===== config.mk =====
export PLATFORM = sky130hd
export DESIGN_NAME = inst_fetch
export DESIGN_NICKNAME = d
export VERILOG_FILES = /design/src/rtl/inst_fetch_pkg.sv /design/src/rtl/fetch_fifo.sv /design/src/rtl/inst_fetch.sv
export SDC_FILE = /design/constraint.sdc
export NUM_CORES = 1
export LEC_CHECK = 0
export BUFFER_PORTS_ARGS = -buffer_cell sky130_fd_sc_hd__buf_4
export CORE_ASPECT_RATIO = 0.8
export CORE_MARGIN = 5
export CORE_UTILIZATION = 56
export DETAILED_ROUTE_END_ITERATION = 16
export PLACE_DENSITY = 0.86
export SLEW_MARGIN = 30
export SYNTH_ARGS = -nofsm -noshare
export SYNTH_HDL_FRONTEND = slang
export SYNTH_SLANG_ARGS = --single-unit

===== constraint.sdc =====
create_clock -name clk -period 4.5 [get_ports clk]
set_input_delay 0 -clock clk [delete_from_list [all_inputs] [get_ports clk]]
set_output_delay 0 -clock clk [all_outputs]
set_load 0.02 [all_outputs]

===== src/rtl/inst_fetch_pkg.sv =====
`default_nettype none
// ============================================================================
// Module      : inst_fetch_pkg
// Description : Shared constants and types for the instruction-fetch stage.
// Revision    : 1.0 - initial release
// ============================================================================
package inst_fetch_pkg;

    localparam int          c_inst_addr_w = 32;
    localparam int          c_inst_w      = 32;
    localparam logic [31:0] c_zero_word   = 32'h0000_0000;
    localparam logic        c_stop        = 1'b1;
    localparam logic        c_not_stop    = 1'b0;
    localparam logic        c_chip_enable = 1'b1;
    localparam logic        c_chip_disable = 1'b0;
    localparam logic        c_jump_branch = 1'b1;

    // One buffered fetch result travelling toward decode.
    typedef struct packed {
        logic [c_inst_addr_w-1:0] pc;
        logic [c_inst_w-1:0]      inst;
    } fetch_pair_t;

    // Occupancy counters must be able to represent the value DEPTH itself.
    function automatic int cnt_width(input int depth);
        return $clog2(depth) + 1;
    endfunction

endpackage : inst_fetch_pkg
`default_nettype wire


===== src/rtl/fetch_fifo.sv =====
`default_nettype none
// ============================================================================
// Module      : fetch_fifo
// Description : Synchronous FIFO with clear, combinational head and count.
// Revision    : 1.0 - initial release
// ============================================================================
module fetch_fifo #(
    parameter int WIDTH = 32,
    parameter int DEPTH = 2
) (
    input  logic                     clk,
    input  logic                     rst,
    input  logic                     clr,
    input  logic                     push,
    input  logic [WIDTH-1:0]         push_data,
    input  logic                     pop,
    output logic [WIDTH-1:0]         head,
    output logic [$clog2(DEPTH):0]   count
);

    localparam int c_ptr_w = $clog2(DEPTH);
    localparam logic [c_ptr_w:0] c_depth = (c_ptr_w + 1)'(DEPTH);

    logic [WIDTH-1:0]   r_mem [DEPTH];
    logic [c_ptr_w-1:0] r_wr_ptr;
    logic [c_ptr_w-1:0] r_rd_ptr;
    logic [c_ptr_w:0]   r_count;
    logic               w_push;
    logic               w_pop;

    // A push into a full FIFO is only legal when the head leaves in the same cycle.
    assign w_pop  = pop && (r_count != '0);
    assign w_push = push && ((r_count != c_depth) || w_pop);

    always_ff @(posedge clk or negedge rst) begin
        if (!rst) begin
            r_wr_ptr <= '0;
            r_rd_ptr <= '0;
            r_count  <= '0;
            for (int i = 0; i < DEPTH; i++) begin
                r_mem[i] <= '0;
            end
        end else if (clr) begin
            r_wr_ptr <= '0;
            r_rd_ptr <= '0;
            r_count  <= '0;
        end else begin
            if (w_push) begin
                r_mem[r_wr_ptr] <= push_data;
                r_wr_ptr        <= r_wr_ptr + c_ptr_w'(1);
            end
            if (w_pop) begin
                r_rd_ptr <= r_rd_ptr + c_ptr_w'(1);
            end
            r_count <= r_count + (c_ptr_w + 1)'(w_push) - (c_ptr_w + 1)'(w_pop);
        end
    end

    assign head  = r_mem[r_rd_ptr];
    assign count = r_count;

endmodule : fetch_fifo
`default_nettype wire


===== src/rtl/inst_fetch.sv =====
`default_nettype none
// ============================================================================
// Module      : inst_fetch
// Description : In-order instruction fetch with credit flow control, redirect
//               and stale-response discard, feeding a buffered decode channel.
// Revision    : 1.0 - initial release
// ============================================================================
module inst_fetch
    import inst_fetch_pkg::*;
#(
    parameter int DEPTH = 2
) (
    input  logic        clk,
    input  logic        rst,
    input  logic [31:0] pc,
    input  logic        ce,
    input  logic        jump_branch_flag,
    input  logic [31:0] jump_branch_addr,
    output logic        stall_pc,
    output logic        imem_req_valid,
    output logic [31:0] imem_req_addr,
    input  logic        imem_req_ready,
    input  logic        imem_rsp_valid,
    input  logic [31:0] imem_rsp_data,
    output logic        id_valid,
    output logic [31:0] id_pc,
    output logic [31:0] id_inst,
    input  logic        id_ready
);

    localparam int c_cnt_w = cnt_width(DEPTH);
    localparam logic [c_cnt_w-1:0] c_depth     = c_cnt_w'(DEPTH);
    localparam logic [c_cnt_w:0]   c_depth_ext = (c_cnt_w + 1)'(DEPTH);

    logic [c_cnt_w-1:0] w_outstanding;
    logic [c_cnt_w-1:0] w_fifo_cnt;
    logic [c_cnt_w-1:0] w_live;
    logic [c_cnt_w:0]   w_credit_used;
    logic [c_cnt_w-1:0] r_drop;
    logic               r_redir_pend;
    logic [31:0]        r_redir_addr;
    logic               w_flush;
    logic               w_issue_ok;
    logic               w_fire;
    logic               w_rsp;
    logic               w_rsp_keep;
    logic               w_pop;
    logic [31:0]        w_rsp_pc;
    fetch_pair_t        w_push_pair;
    fetch_pair_t        w_head_pair;

    assign w_flush = (jump_branch_flag == c_jump_branch);
    assign w_live  = w_outstanding - r_drop;
    assign w_pop   = id_valid && id_ready;

    // The entry leaving toward decode this cycle frees its slot, which keeps
    // single-cycle memory streaming at one instruction per cycle.
    assign w_credit_used = {1'b0, w_fifo_cnt} + {1'b0, w_live}
                         - {{c_cnt_w{1'b0}}, w_pop};

    assign w_issue_ok = rst
                     && (ce == c_chip_enable)
                     && !w_flush
                     && (w_outstanding < c_depth)
                     && (w_credit_used < c_depth_ext);

    assign imem_req_valid = w_issue_ok;
    assign imem_req_addr  = r_redir_pend ? r_redir_addr : pc;
    assign w_fire         = imem_req_valid && imem_req_ready;

    // The generator advances only when its own address was accepted, or when
    // it must load the redirect target.
    assign stall_pc = ((w_fire && !r_redir_pend) || (rst && w_flush)) ? c_not_stop : c_stop;

    assign w_rsp      = imem_rsp_valid && (w_outstanding != '0);
    assign w_rsp_keep = w_rsp && (r_drop == '0) && !w_flush;

    always_ff @(posedge clk or negedge rst) begin
        if (!rst) begin
            r_drop       <= '0;
            r_redir_pend <= 1'b0;
            r_redir_addr <= c_zero_word;
        end else if (w_flush) begin
            r_drop       <= w_outstanding - c_cnt_w'(w_rsp) + c_cnt_w'(w_fire);
            r_redir_addr <= jump_branch_addr;
            r_redir_pend <= 1'b1;
        end else begin
            if (w_rsp && (r_drop != '0)) begin
                r_drop <= r_drop - c_cnt_w'(1);
            end
            if (w_fire) begin
                r_redir_pend <= 1'b0;
            end
        end
    end

    // Address of every in-flight request; its occupancy is the outstanding count.
    fetch_fifo #(
        .WIDTH (32),
        .DEPTH (DEPTH)
    ) u_pc_queue (
        .clk       (clk),
        .rst       (rst),
        .clr       (1'b0),
        .push      (w_fire),
        .push_data (imem_req_addr),
        .pop       (w_rsp),
        .head      (w_rsp_pc),
        .count     (w_outstanding)
    );

    assign w_push_pair.pc   = w_rsp_pc;
    assign w_push_pair.inst = imem_rsp_data;

    fetch_fifo #(
        .WIDTH ($bits(fetch_pair_t)),
        .DEPTH (DEPTH)
    ) u_out_buf (
        .clk       (clk),
        .rst       (rst),
        .clr       (w_flush),
        .push      (w_rsp_keep),
        .push_data (w_push_pair),
        .pop       (w_pop),
        .head      (w_head_pair),
        .count     (w_fifo_cnt)
    );

    assign id_valid = (w_fifo_cnt != '0);
    assign id_pc    = w_head_pair.pc;
    assign id_inst  = w_head_pair.inst;

    a_rsp_needs_request : assert property (
        @(posedge clk) disable iff (!rst) !(imem_rsp_valid && (w_outstanding == '0))
    );

endmodule : inst_fetch
`default_nettype wire


==> flow_summary.yaml, run 1 <==
logic_synthesis:
  syn_area_mm2: 0.0109
  synthDistinctLibCells: 33
  synth_area_per_cell_um2: 15.7
  syn_nets: 805
  seq_area_frac_synth: 0.541
  synth_mux_area_frac: 0.385
  synthSimpleGateAreaFrac: 0.0155
  synth-seq-cells: 235
  syn_inst: 692
  yosysWarnings: 0
  synth_top_family_by_area: "multiplexers"
  synth_fa_ha_area_frac: 0.0122
  synth_xor_area_frac: 0.00967
  synth_compound_area_frac: 0.00621
global_routing:
  met2_usage: 0.374
  grt_pass1_vias: 7524
  use_met1: 0.311
  grt_overflow: 0
  use_met3: 0.0462
  grt_pass1_wl_um: 41400
  globalRouteTotalUtil: 0.226
  antenna_found_initial: 0
  top_usage_layer: "met2"
  grt_max_degree: 79
critical_path:
  worstPathCellList: "inv_1, ha_1, xnor2_1, xnor2_1, ha_1, fa_1, xnor2_1, nor3_1, inv_1, ha_1, inv_1, ha_1, xnor2_1, xnor2_1, a221o_1"
  critPathLaunch: "u_pc_queue.count[0]"
  path_depth: 15
  cp_data_arrival_time_ns: 4.12
  r2r_end: "r_drop[1]"
  r2r_start: "u_pc_queue.count[0]"
  required_ns: 4.88
  end_kind: "flop"
  path_common_cell: "xnor2_1"
  cp_top_family: "adder cells"
  crit_type: "reg -> reg"
  worst-path-buf-inv: 3
  cpPeakStageDelay_ns: 0.61
  r2r_cells: 15
  rrSetupSlack_ns: 0.76
  endpoint: "r_drop[1]"
  start_kind: "flop"
  slowest_stage: "xnor2_1"
  cp_max_fo: 5
layout:
  fin_area_mm2: 0.0143
  synthToLayoutAreaGrowth_pct: 31.8
  nets: 1105
  antenna_cells: 0
  layout-drive-gt1-share: 0.603
  fin_util: 0.753
power:
  p_leak_nw: 7.06
  switching_share: 0.330
  ir_worst_vdd_uv: 428
  pwr_density_cell_mw_per_mm2: 603
  total_power_mw: 8.64
  power.share.sequential: 0.374
  pwr-share-comb: 0.407
  power_switching_mw: 2.85
  clockPowerShare: 0.219
  p_int_mw: 5.79
routing:
  avgViaCountPerCell: 5.29
  drtPass1Iterations: 4
  first_iter_violations: 335
  ant_nets: 0
  dr_total_vias: 6687
  wirelength_um: 25100
  wl_per_cell_um: 19.8
  drc_errors: 0
clock_network:
  clock-sinks: 235
  cts_resized: 0
  cts_tree: "done"
  max-clock-path-buffers: 3
  cts_made_buffers: 23
  path_clk_slew_ns: 0.06
  h-tree-depth: 1
  clk_latency_ns: 0.51
  cts-root-buf: "clkbuf_16"
sta:
  slew-limit-headroom: 0.435
  max_freq_mhz: 268
  finalMaxSlewViolations: 0
  finClkSkew_ns: 0.00946
  fin_crit_sh: 0.831
  setup_ws_ns: 0.763
  worst_pin_slew_ns: 0.848
  rsz0062_at_grt: "no"
  tns_ns: 0
  min_period_ns: 3.74
  setup_viol_count_final: 0
  hold_viol_final: 0
floorplan:
  die-width_um: 166
  core_area_mm2: 0.0190
  start_util: 0.571
  rows: 45
  dieArea_mm2: 0.0223
  io_pins: 202
  fp.dieH_um: 135
flow_run:
  drv_cap: 0
placed_design:
  port_buffers: 201
  place_ws_ns: 0.780
  gp_congestion: 0.784
  placed_area_mm2: 0.0125
  dp.final_hpwl_um: 14600
run_status:
  status: "completed"
worst_hold_path:
  min_path_type: "in -> reg"
[worst min path at each step]
stage / end / cells past startpoint / from
floorplan: r_drop[0] / 0 / rst
global placement: r_redir_addr[6] / 1 / rst
detailed placement: r_redir_addr[6] / 1 / rst
CTS: u_pc_queue.r_wr_ptr / 5 / imem_req_ready
global route: u_pc_queue.r_wr_ptr / 5 / imem_req_ready
finish: u_pc_queue.r_wr_ptr / 5 / imem_req_ready
[sequential cells by signal (all words and copies together) (netlist names)]
name                 flops
u_pc_queue.count         2
r_redir_pend             1
u_pc_queue.r_mem        64
u_out_buf.count          2
u_out_buf.r_mem        128
u_out_buf.r_rd_ptr       1
u_pc_queue.r_wr_ptr      1
r_drop                   2
u_out_buf.r_wr_ptr       1
u_pc_queue.r_rd_ptr      1
r_redir_addr            32
[repair_timing]
item / 4_1_cts / 5_1_grt
setup buffers: 0 / 0
endpoints found under the hold margin: 268 / 0
hold buffers: 104 / 0
[through the flow]
stage | hold slack, ns | cells
2_1_floorplan | -0.296 | 692
3_3_place_gp | -0.0822 | 1121
3_5_place_dp | -0.0838 | 1121
4_1_cts | 0.158 | 1265
5_1_grt | 0.187 | 1265
6_report | 0.171 | 1265
[power groups by stage]
stage / combinational [mW] / sequential, mW / clock [mW]
finish: 3.52 / 3.23 / 1.89
global placement: 3.36 / 3.21 / 0
floorplan: 2.44 / 3.04 / 0
detailed placement: 3.44 / 3.24 / 0
global route: 3.77 / 3.31 / 2.02
CTS: 3.54 / 3.22 / 1.93
[Yosys cell counts]
| library cell | count | area (µm²) |
|---|---|---|
| mux2_2 | 292 | 3290 |
| nor4_1 | 3 | 18.8 |
| or4b_1 | 1 | 10.0 |
| nor3_1 | 3 | 15.0 |
| nor4_2 | 1 | 12.5 |
| nand3b_1 | 1 | 7.51 |
| nor2_1 | 4 | 15.0 |
| or2_2 | 1 | 6.26 |
| buf_4 | 3 | 22.5 |
| fa_1 | 1 | 20.0 |
| clkbuf_1 | 12 | 45.0 |
| nor4b_2 | 1 | 15.0 |
| o21a_1 | 1 | 7.51 |
| xnor2_1 | 12 | 105 |
| nand2b_1 | 4 | 25.0 |
| buf_2 | 11 | 55.1 |
| nor2b_1 | 1 | 6.26 |
| o21bai_1 | 1 | 7.51 |
| buf_1 | 7 | 26.3 |
| dfrtp_1 | 235 | 5880 |
| nand2_1 | 2 | 7.51 |
| mux2_4 | 60 | 901 |
| a221o_1 | 2 | 20.0 |
| buf_12 | 6 | 120 |
| buf_6 | 2 | 22.5 |
| a2bb2oi_1 | 1 | 8.76 |
| o31ai_1 | 1 | 7.51 |
| o21ai_4 | 1 | 16.3 |
| inv_1 | 10 | 37.5 |
| nand4b_1 | 1 | 8.76 |
| nand2b_4 | 1 | 13.8 |
| ha_1 | 9 | 113 |
| nor3b_1 | 1 | 7.51 |
[layout by cell type, fill, tap and decap left out, types with 2 or more instances in the layout]
cell,count
clkbuf_16,23
nand2_1,2
clkinvlp_4,2
ha_1,9
nor3_1,3
dlygate4sd3_1,103
a221o_1,2
mux2_4,60
nor2_1,4
clkbuf_8,6
inv_1,10
clkbuf_1,6
buf_4,210
mux2_2,292
dfrtp_1,234
nor4_1,2
xnor2_1,12
nand2b_1,4
[layer usage]
layer / vias to the layer above / share of wire
li1: 3081 / -
met1: 3400 / 0.44
met2: 160 / 0.49
met3: 46 / 0.047
met4: 0 / 0.023
met5: - / 0
[logic make-up (layout without fill, tap and decap cells)]
| group | after synthesis | in the layout |
|---|---|---|
| adder cells (fa/ha/maj) | 10 | 10 |
| flip-flops | 235 | 235 |
| AND/OR/NAND/NOR | 25 | 25 |
| XOR/XNOR | 12 | 12 |
| buffers and inverters | 51 | 366 |
| AO/OA/AOI/OAI | 7 | 7 |
| multiplexers | 352 | 352 |
[worst min-delay path, stage by stage]
cell      delay, ns
buf_4          0.11
nand4b_1       0.22
nor3_1         0.11
inv_1          0.12
xnor2_1        0.07
[final cells by class]
class                   instances  area [µm²]
fillers                      1150        4700
clock inverters                 5        58.8
clock buffers                  35         681
well taps                     258         323
repair buffers                316        2650
multi-input cells             406        4690
flip-flops and latches        235        5880
inverters                      10        37.5
(Power assumes the default switching activity.)
==> run 2, diff against run 1 <==
==> constraint.sdc (replaced) <==
create_clock -name clk -period 3.5 [get_ports clk]
set_input_delay 0 -clock clk [delete_from_list [all_inputs] [get_ports clk]]
set_output_delay 0 -clock clk [all_outputs]
set_load 0.02 [all_outputs]
==> run 2 against run 1 <==
First-iteration DRC count decreased by 7.2%. Flip-flop and latch count did not move. Critical path depth fell by 1. Total power is 30% higher. Combinational power is 36% higher. Worst setup slack lost 0.69 ns. Largest power group unchanged.
==> flow_summary.yaml, run 2 (same netlist as run 1, synthesis figures left out) <==
run_status:
  status: "completed"
power:
  p_leak_nw: 7.14
  pwr_density_cell_mw_per_mm2: 777
  ir_worst_vdd_uv: 497
  total_power_mw: 11.2
layout:
  largest_reg_flops: 128
  layout-drive-gt1-share: 0.609
  synthToLayoutAreaGrowth_pct: 33.1
  nets: 1117
  final_cell_mix: "mux2_2, dfrtp_1, buf_4, dlygate4sd3_1, mux2_4"
  final_common_cell: "mux2_2"
  antenna_cells: 0
  regMostFlops: "u_out_buf.r_mem"
  top_regs: "u_out_buf.r_mem (128), u_pc_queue.r_mem (64), r_redir_addr (32)"
  fin_util: 0.760
routing:
  wl_per_cell_um: 19.7
  dr_total_vias: 6766
  wirelength_um: 25200
  drc_errors: 0
  ant_nets: 0
  first_iter_violations: 311
  avgViaCountPerCell: 5.31
  drtPass1Iterations: 4
sta:
  finalMaxSlewViolations: 0
  slew-limit-headroom: 0.475
  finClkSkew_ns: 0.0108
  hold_viol_final: 0
  setup_viol_count_final: 0
  worst_pin_slew_ns: 0.787
  max_freq_mhz: 292
  fin_crit_sh: 0.979
  fin_hold_ws_ns: 0.0512
  tns_ns: 0
  setup_ws_ns: 0.0737
  min_period_ns: 3.43
global_routing:
  grt_pass1_vias: 7586
  antenna_found_initial: 0
  grt_max_degree: 137
  globalRouteTotalUtil: 0.224
  grt_overflow: 0
  grt_pass1_wl_um: 40900
clock_network:
  cts_tree: "done"
  max-clock-path-buffers: 3
  clk_latency_ns: 0.50
  cts-root-buf: "clkbuf_16"
  clock-sinks: 235
  h-tree-depth: 1
  path_clk_slew_ns: 0.06
  cts_made_buffers: 23
floorplan:
  start_util: 0.571
  dieArea_mm2: 0.0223
  die-width_um: 166
  rows: 45
  core_area_mm2: 0.0190
  io_pins: 202
  fp.dieH_um: 135
critical_path:
  cp_data_arrival_time_ns: 3.81
  required_ns: 3.88
  crit_type: "reg -> reg"
  slowest_stage: "fa_1"
  worstPathCellList: "ha_2, xnor2_2, xnor2_1, ha_1, fa_1, nand4b_1, nor3_2, inv_2, ha_1, inv_1, ha_1, xnor2_1, xnor2_1, a221o_1"
  cpPeakStageDelay_ns: 0.56
  start_kind: "flop"
  cp_max_fo: 3
  end_kind: "flop"
placed_design:
  place_ws_ns: 0.0862
  dp.final_hpwl_um: 15000
  gp_congestion: 0.720
  port_buffers: 201
worst_hold_path:
  min_path_type: "in -> reg"
flow_run:
  drv_cap: 0
==> run 2: cell count changes in the layout (fill, tap and decap cells not counted), sizes merged <==
cell         previous run  this run
clkbuf                 35        36
dlygate4sd3           103       104
clkinvlp                2         0
buf                   213       224
inv                    11        10
==> run 2: final timing paths <==
| kind | from | to | slack (ns) | cells after the start |
|---|---|---|---|---|
| setup reg to reg | r_drop[0] | r_drop[1] | 0.07 | 14 |
| setup / recovery | r_drop[0] | r_drop[1] | 0.07 | 14 |
| max in group asynchronous | rst | u_pc_queue.count[1] | 1.62 | 4 |
| min in group asynchronous | rst | u_out_buf.r_mem[12] | 0.51 | 3 |
| hold / removal | jump_branch_flag | u_out_buf.count[0] | 0.05 | 2 |
| hold reg to reg | u_out_buf.r_mem[43] | u_out_buf.r_mem[43] | 0.50 | 1 |
==> run 2: repair_timing <==
action / 4_1_cts / 5_1_grt
hold buffers: 104 / 0
endpoints found under the setup margin: 0 / 1
gates resized for setup: 0 / 4
endpoints found under the hold margin: 343 / 0
setup buffers: 0 / 6
==> run 2: layer usage <==
layer,part of all wire,vias to the layer above,global-route usage
met5,0,-,0
met4,0.019,0,0.0481
met3,0.049,37,0.0483
met2,0.50,173,0.391
met1,0.43,3464,0.291
li1,-,3092,-
==> run 2: power by group <==
group | switching [mW] | internal (mW)
registers | 0.504 | 3.59
logic | 2.19 | 2.58
clock network | 0.983 | 1.40
total | 3.68 | 7.57
==> run 2: per-stage QoR <==
step,cell area (µm²),std cells
6_report,14500,1275
5_1_grt,14500,1275
4_1_cts,14400,1269
3_5_place_dp,12600,1127
3_3_place_gp,12600,1126
2_1_floorplan,10900,692
==> run 2: layout make-up <==
| cell class | count | area, µm² |
|---|---|---|
| sequential | 235 | 5880 |
| clock inverter | 2 | 35.0 |
| clock buffer | 36 | 684 |
| multi-input combinational | 406 | 4710 |
| tap | 258 | 323 |
| timing repair buffer | 328 | 2800 |
| inverter | 10 | 37.5 |
| fill | 1136 | 4560 |
==> run 2: critical path, delay by kind of cell, from the launching register on <==
| family | cells | cell delay (ns) |
|---|---|---|
| buffers and inverters | 2 | 0.12 |
| flip-flops | 1 | 0.39 |
| XOR/XNOR | 4 | 0.56 |
| AND/OR/NAND/NOR | 2 | 0.39 |
| adder cells (fa/ha/maj) | 5 | 1.53 |
| AO/OA/AOI/OAI | 1 | 0.32 |
